<file path="config.mk">
export PLATFORM = sky130hd
export DESIGN_NAME = commit_trace_buffer
export DESIGN_NICKNAME = d
export VERILOG_FILES = /design/src/rtl/commit_trace_buffer.sv
export SDC_FILE = /design/constraint.sdc
export NUM_CORES = 1
export LEC_CHECK = 0
export ABC_CLOCK_PERIOD_IN_PS = 18000
export CAP_MARGIN = 20
export CORE_MARGIN = 10
export CORE_UTILIZATION = 50
export CTS_CLUSTER_DIAMETER = 40
export DETAILED_ROUTE_END_ITERATION = 7
export GPL_TIMING_DRIVEN = 0
export PLACE_DENSITY = 0.72
export SLEW_MARGIN = 20
export SYNTH_ARGS = -nofsm -noshare
export SYNTH_HDL_FRONTEND = slang
export SYNTH_SLANG_ARGS = --single-unit
</file>
<file path="constraint.sdc">
create_clock -name Clk -period 18 [get_ports Clk]
set_clock_uncertainty 0.1 [all_clocks]
set_input_delay 3.6 -clock Clk [delete_from_list [all_inputs] [get_ports Clk]]
set_output_delay 3.6 -clock Clk [all_outputs]
set_load 0.02 [all_outputs]
</file>
<file path="src/rtl/commit_trace_buffer.sv">
// Commit trace buffer for the single-cycle MIPS core: captures retired-instruction
// records into a DEPTH-entry circular buffer and drains them through a show-ahead port.
module commit_trace_buffer #(
    parameter int ADDR_W = 32,
    parameter int DATA_W = 32,
    parameter int DEPTH  = 16,
    parameter int POST   = 8
) (
    input  logic                       Clk,
    input  logic                       Reset,
    input  logic                       Arm,
    input  logic                       Stop,
    input  logic [1:0]                 Mode,
    input  logic                       FilterWr,
    input  logic [ADDR_W-1:0]          TrigPC,
    input  logic                       CommitValid,
    input  logic [ADDR_W-1:0]          CommitPC,
    input  logic [31:0]                CommitInstr,
    input  logic                       CommitRegWr,
    input  logic [4:0]                 CommitRD,
    input  logic [DATA_W-1:0]          CommitWData,
    input  logic                       RdReady,
    output logic                       RdValid,
    output logic [ADDR_W-1:0]          RdPC,
    output logic [31:0]                RdInstr,
    output logic                       RdRegWr,
    output logic [4:0]                 RdRD,
    output logic [DATA_W-1:0]          RdWData,
    output logic [$clog2(DEPTH):0]     Count,
    output logic                       Full,
    output logic                       Empty,
    output logic                       Triggered,
    output logic                       Overflow,
    output logic [1:0]                 State
);

    localparam int PW = $clog2(DEPTH);
    localparam int CW = PW + 1;

    typedef enum logic [1:0] {
        S_IDLE   = 2'b00,
        S_RUN    = 2'b01,
        S_POST   = 2'b10,
        S_FROZEN = 2'b11
    } state_t;

    state_t          state_q, state_d;
    logic [PW-1:0]   wr_ptr_q, rd_ptr_q;
    logic [CW-1:0]   count_q;
    logic [PW-1:0]   post_q, post_d;
    logic            triggered_q, overflow_q;

    logic [ADDR_W-1:0] pc_mem    [DEPTH];
    logic [31:0]       instr_mem [DEPTH];
    logic              regwr_mem [DEPTH];
    logic [4:0]        rd_mem    [DEPTH];
    logic [DATA_W-1:0] wdata_mem [DEPTH];

    logic full, empty, pop, filt_ok, cap, ring, trig_hit;
    logic do_wr, drop, overwrite, trig_set;

    assign full     = (count_q == CW'(DEPTH));
    assign empty    = (count_q == '0);
    assign pop      = !empty && RdReady;
    assign filt_ok  = !FilterWr || (CommitRegWr && (CommitRD != 5'd0));
    assign cap      = ((state_q == S_RUN) || (state_q == S_POST)) && CommitValid && filt_ok;
    // Trigger mode and the post-trigger window always behave as a ring.
    assign ring     = (state_q == S_POST) || (Mode != 2'b00);
    assign trig_hit = cap && (state_q == S_RUN) && (Mode == 2'b10) && (CommitPC == TrigPC);

    always_ff @(posedge Clk or posedge Reset) begin
        if (Reset) state_q <= S_IDLE;
        else       state_q <= state_d;
    end

    always_comb begin
        state_d   = state_q;
        post_d    = post_q;
        do_wr     = 1'b0;
        drop      = 1'b0;
        overwrite = 1'b0;
        trig_set  = 1'b0;
        if (Arm) begin
            state_d = S_RUN;
            post_d  = '0;
        end else if (Stop) begin
            state_d = S_IDLE;
        end else begin
            if (cap) begin
                if (full && !pop && !ring) begin
                    drop = 1'b1;
                end else begin
                    do_wr     = 1'b1;
                    overwrite = full && !pop;
                end
            end
            if (trig_hit) begin
                trig_set = 1'b1;
                post_d   = PW'(POST);
                state_d  = (POST == 0) ? S_FROZEN : S_POST;
            end else if ((state_q == S_POST) && do_wr) begin
                post_d = post_q - PW'(1);
                if (post_q == PW'(1)) state_d = S_FROZEN;
            end
        end
    end

    always_ff @(posedge Clk or posedge Reset) begin
        if (Reset) begin
            wr_ptr_q    <= '0;
            rd_ptr_q    <= '0;
            count_q     <= '0;
            post_q      <= '0;
            triggered_q <= 1'b0;
            overflow_q  <= 1'b0;
        end else if (Arm) begin
            wr_ptr_q    <= '0;
            rd_ptr_q    <= '0;
            count_q     <= '0;
            post_q      <= '0;
            triggered_q <= 1'b0;
            overflow_q  <= 1'b0;
        end else begin
            post_q <= post_d;
            if (do_wr) wr_ptr_q <= wr_ptr_q + PW'(1);
            // An overwrite on a full ring discards the oldest entry.
            if (pop || overwrite) rd_ptr_q <= rd_ptr_q + PW'(1);
            if (do_wr && !pop && !full)  count_q <= count_q + CW'(1);
            else if (!do_wr && pop)      count_q <= count_q - CW'(1);
            if (drop || overwrite) overflow_q  <= 1'b1;
            if (trig_set)          triggered_q <= 1'b1;
        end
    end

    always_ff @(posedge Clk) begin
        if (do_wr) begin
            pc_mem[wr_ptr_q]    <= CommitPC;
            instr_mem[wr_ptr_q] <= CommitInstr;
            regwr_mem[wr_ptr_q] <= CommitRegWr;
            rd_mem[wr_ptr_q]    <= CommitRD;
            wdata_mem[wr_ptr_q] <= CommitWData;
        end
    end

    assign RdValid   = !empty;
    assign RdPC      = empty ? '0    : pc_mem[rd_ptr_q];
    assign RdInstr   = empty ? '0    : instr_mem[rd_ptr_q];
    assign RdRegWr   = empty ? 1'b0  : regwr_mem[rd_ptr_q];
    assign RdRD      = empty ? 5'd0  : rd_mem[rd_ptr_q];
    assign RdWData   = empty ? '0    : wdata_mem[rd_ptr_q];
    assign Count     = count_q;
    assign Full      = full;
    assign Empty     = empty;
    assign Triggered = triggered_q;
    assign Overflow  = overflow_q;
    assign State     = state_q;

endmodule
</file>
==> reports/summary.txt <==
Status: complete, but fails checks
Violations in the final reports: DRC
Type of origin of the critical path: flop
Ports: 257
Max_cap viols: 0
Yosys top cell area share: 76.9%
Register area: 49,500 um2
Synth cell types: 49
Most frequent cells in the layout: 1,632 x edfxtp_1, 510 x mux4_2, 256 x clkdlybuf4s50_1
Main flop type after synthesis: edfxtp_1
Most common cell after layout, fill and taps aside: edfxtp_1
Crit Path Max Fanout: 10
Gr busiest metal: met2
Slew headroom: 22.4%
Clk sinks: 1,653
Final period util: 47.3%
Post-synthesis cell area: 63,700 um2
Initial Utilization: 50.6%
Dpl hpwl: 102,000 um
Worst Setup SP: rd_ptr_q[1]
Layout Nets: 3,293
Core area: 126,000 um2
Final RePlAce weighted congestion: 0.769
CTS tree: done
GRT met3 Usage: 5.55%
Finished Cell Area: 75,900 um2
First-pass GRT wire length: 232,000 um
DP Worst Slack: 9.94 ns
Number of gates resized after CTS: 0
Antenna violations before repair: 16
WS Path Type: flop to output pin
Pwr Density: 131 nW/um2
Syn Inst Count: 2,587
Critical path cell sequence: clkbuf_1 > clkbuf_1 > clkbuf_1 > mux4_2 > mux4_2 > and2_1 > clkdlybuf4s50_1
Fmax: 0.118 GHz
Die Ht: 377 um
Worst hold stages: 1
Gr usage total: 22.8%
Leading area contributor after synthesis: edfxtp_1
Final hold vios: 0
Grt met2 use: 38.0%
H-tree levels: 4
Final setup viols: 0
Most used cell along the critical path: clkbuf_1
Leak: 23.4 nW
Hold_sp: post_q[3]
Final global-route overflow total: 0
Yosys reg bits: 1,653
Critical Path RT: 14.30 ns
Mean post-synth cell area: 24.6 um2
Vias in the first global route: 32,346
Avg WL per Cell: 32.9 um
Slew Viols, Final: 0
Die area: 142,000 um2
VDD IR-drop max: 102 uV
CTS Hold Bufs: 0
Hold slack: 0.447 ns
DRC: 1
Largest net degree at the start of global routing: 37
RSZ-0062 raised after global routing: no
Filler Cell Count: 8,250
Initial drt markers: 4,091
DRT Pass-1 Iters: 8
Number of setup buffers added after CTS: 0
R2r worst-path depth: 11
PortBufs: 256
Antenna viol nets, final: 0
Number of flops mapped to enable cells by yosys: 1,632
Via count: 30,814
Synth warn: 0
Clock Latency Late Sink: 0.77 ns
Global Route met1 Usage: 29.5%
CP endpoint kind: output pin
Asr flop ratio synth: 1.27%
Drt total wl: 162,000 um
Via density: 6.25
Ranking of synthesized cells by area: edfxtp_1 77%, mux4_2 18%, and2_1 1.1%, dfrtp_1 0.82%, xnor2_1 0.48%
Die Wd: 377 um
Worst-Margin Slew: 1.16 ns
Tmin final: 8.51 ns
Clk buf depth: 3
CTS Buf Count: 172
Worst setup margin: 9.49 ns
Setup TNS: 0 ns
Layout cells sized above 1: 29.8%
Placed Area: 70,200 um2
Sequential fraction of the synthesis area: 77.7%
Reg2reg start: State[0]
Slowest CP cell: clkbuf_1
Slowest cell delay on critical path: 0.89 ns
Clock root buffer: clkbuf_16
Reg clk slew, reported paths: 0.06 ns
Worst Path Arrival: 4.81 ns
Multi-input gate area in the final layout: 13,500 um2
Worst min path class: flop to flop
Site Rows: 130
Area delta synth->final: 19.0%
Mapped Nets: 2,744
-- cells in the mapped netlist (all sizes together) (2+ instances only) --
master,number
nor4,5
nand3,2
o31ai,3
nor2b,2
dfrtp,21
nand2b,3
edfxtp,1632
nor4b,2
buf,60
or4,2
xnor2,35
mux4,510
nand4,9
a31oi,3
nor3b,2
nor3,11
and2,111
xor2,6
a21oi,12
ha,13
clkbuf,70
inv,14
nor2,19
o21ai,7
nand2,14
-- sequential cells by signal (all words and copies together), names as in the netlist --
signal,count
Count,5
Overflow,1
State,2
Triggered,1
instr_mem,512
pc_mem,512
post_q,4
rd_mem,80
rd_ptr_q,4
regwr_mem,16
wdata_mem,512
wr_ptr_q,4
-- path summary, 6_finish.rpt --
check / end / slack (ns)
setup / recovery: RdInstr[31] / 9.49
hold reg to reg: post_q[3] / 0.45
hold / removal: post_q[3] / 0.45
setup reg to reg: instr_mem[5][27] / 13.48
max in group asynchronous: wr_ptr_q[2] / 13.99
min in group asynchronous: Count[2] / 3.25
-- critical path, delay by kind of cell, from the launching register on --
kind | cells | cell delay [ns]
buf+inv | 4 | 2.46
flops | 1 | 0.39
mux | 2 | 0.90
simple gates | 1 | 0.28
-- final cells by class --
type / instances / share of cell area (%)
timing repair buffer: 375 / 5.63
multi-input combinational: 790 / 17.8
buffer: 130 / 1.02
tap: 1650 / 2.72
sequential: 1653 / 65.3
clock inverter: 119 / 1.62
clock buffer: 195 / 5.90
inverter: 14 / 0.0693
antenna: 1 / 0.00330
-- where the power goes --
part	internal (W)	switching, W	total (W)
Clock	0.00209	0.00147	0.00355
Combinational	0.00105	0.00111	0.00216
Sequential	0.00424	0.0000127	0.00425
-- routing by layer --
layer | routed length [um] | share of wire (%)
met1 | 58400 | 36
met2 | 82400 | 51
met3 | 16300 | 10
met4 | 4820 | 3.0
met5 | 126 | 0.078
-- cell families (layout without fill, tap and decap cells) --
group / Yosys count / count (layout) / synth area share [%]
other cells: 0 / 1 / 0
flops: 1653 / 1653 / 77.7
mux: 512 / 512 / 18.1
xor+xnor: 41 / 41 / 0.563
compound gates: 35 / 35 / 0.393
buf+inv: 144 / 833 / 1.28
fa+ha+maj: 14 / 14 / 0.287
simple gates: 188 / 188 / 1.73
-- stage by stage --
step	power [W]	std cells	util, %
global placement	0.00647	4493	54.2
global route	0.0103	4926	60.2
CTS	0.0100	4926	60.2
finish	0.00997	4927	60.2
floorplan	0.00567	2587	-
detailed placement	0.00650	4612	55.7
(Power assumes the default switching activity.)
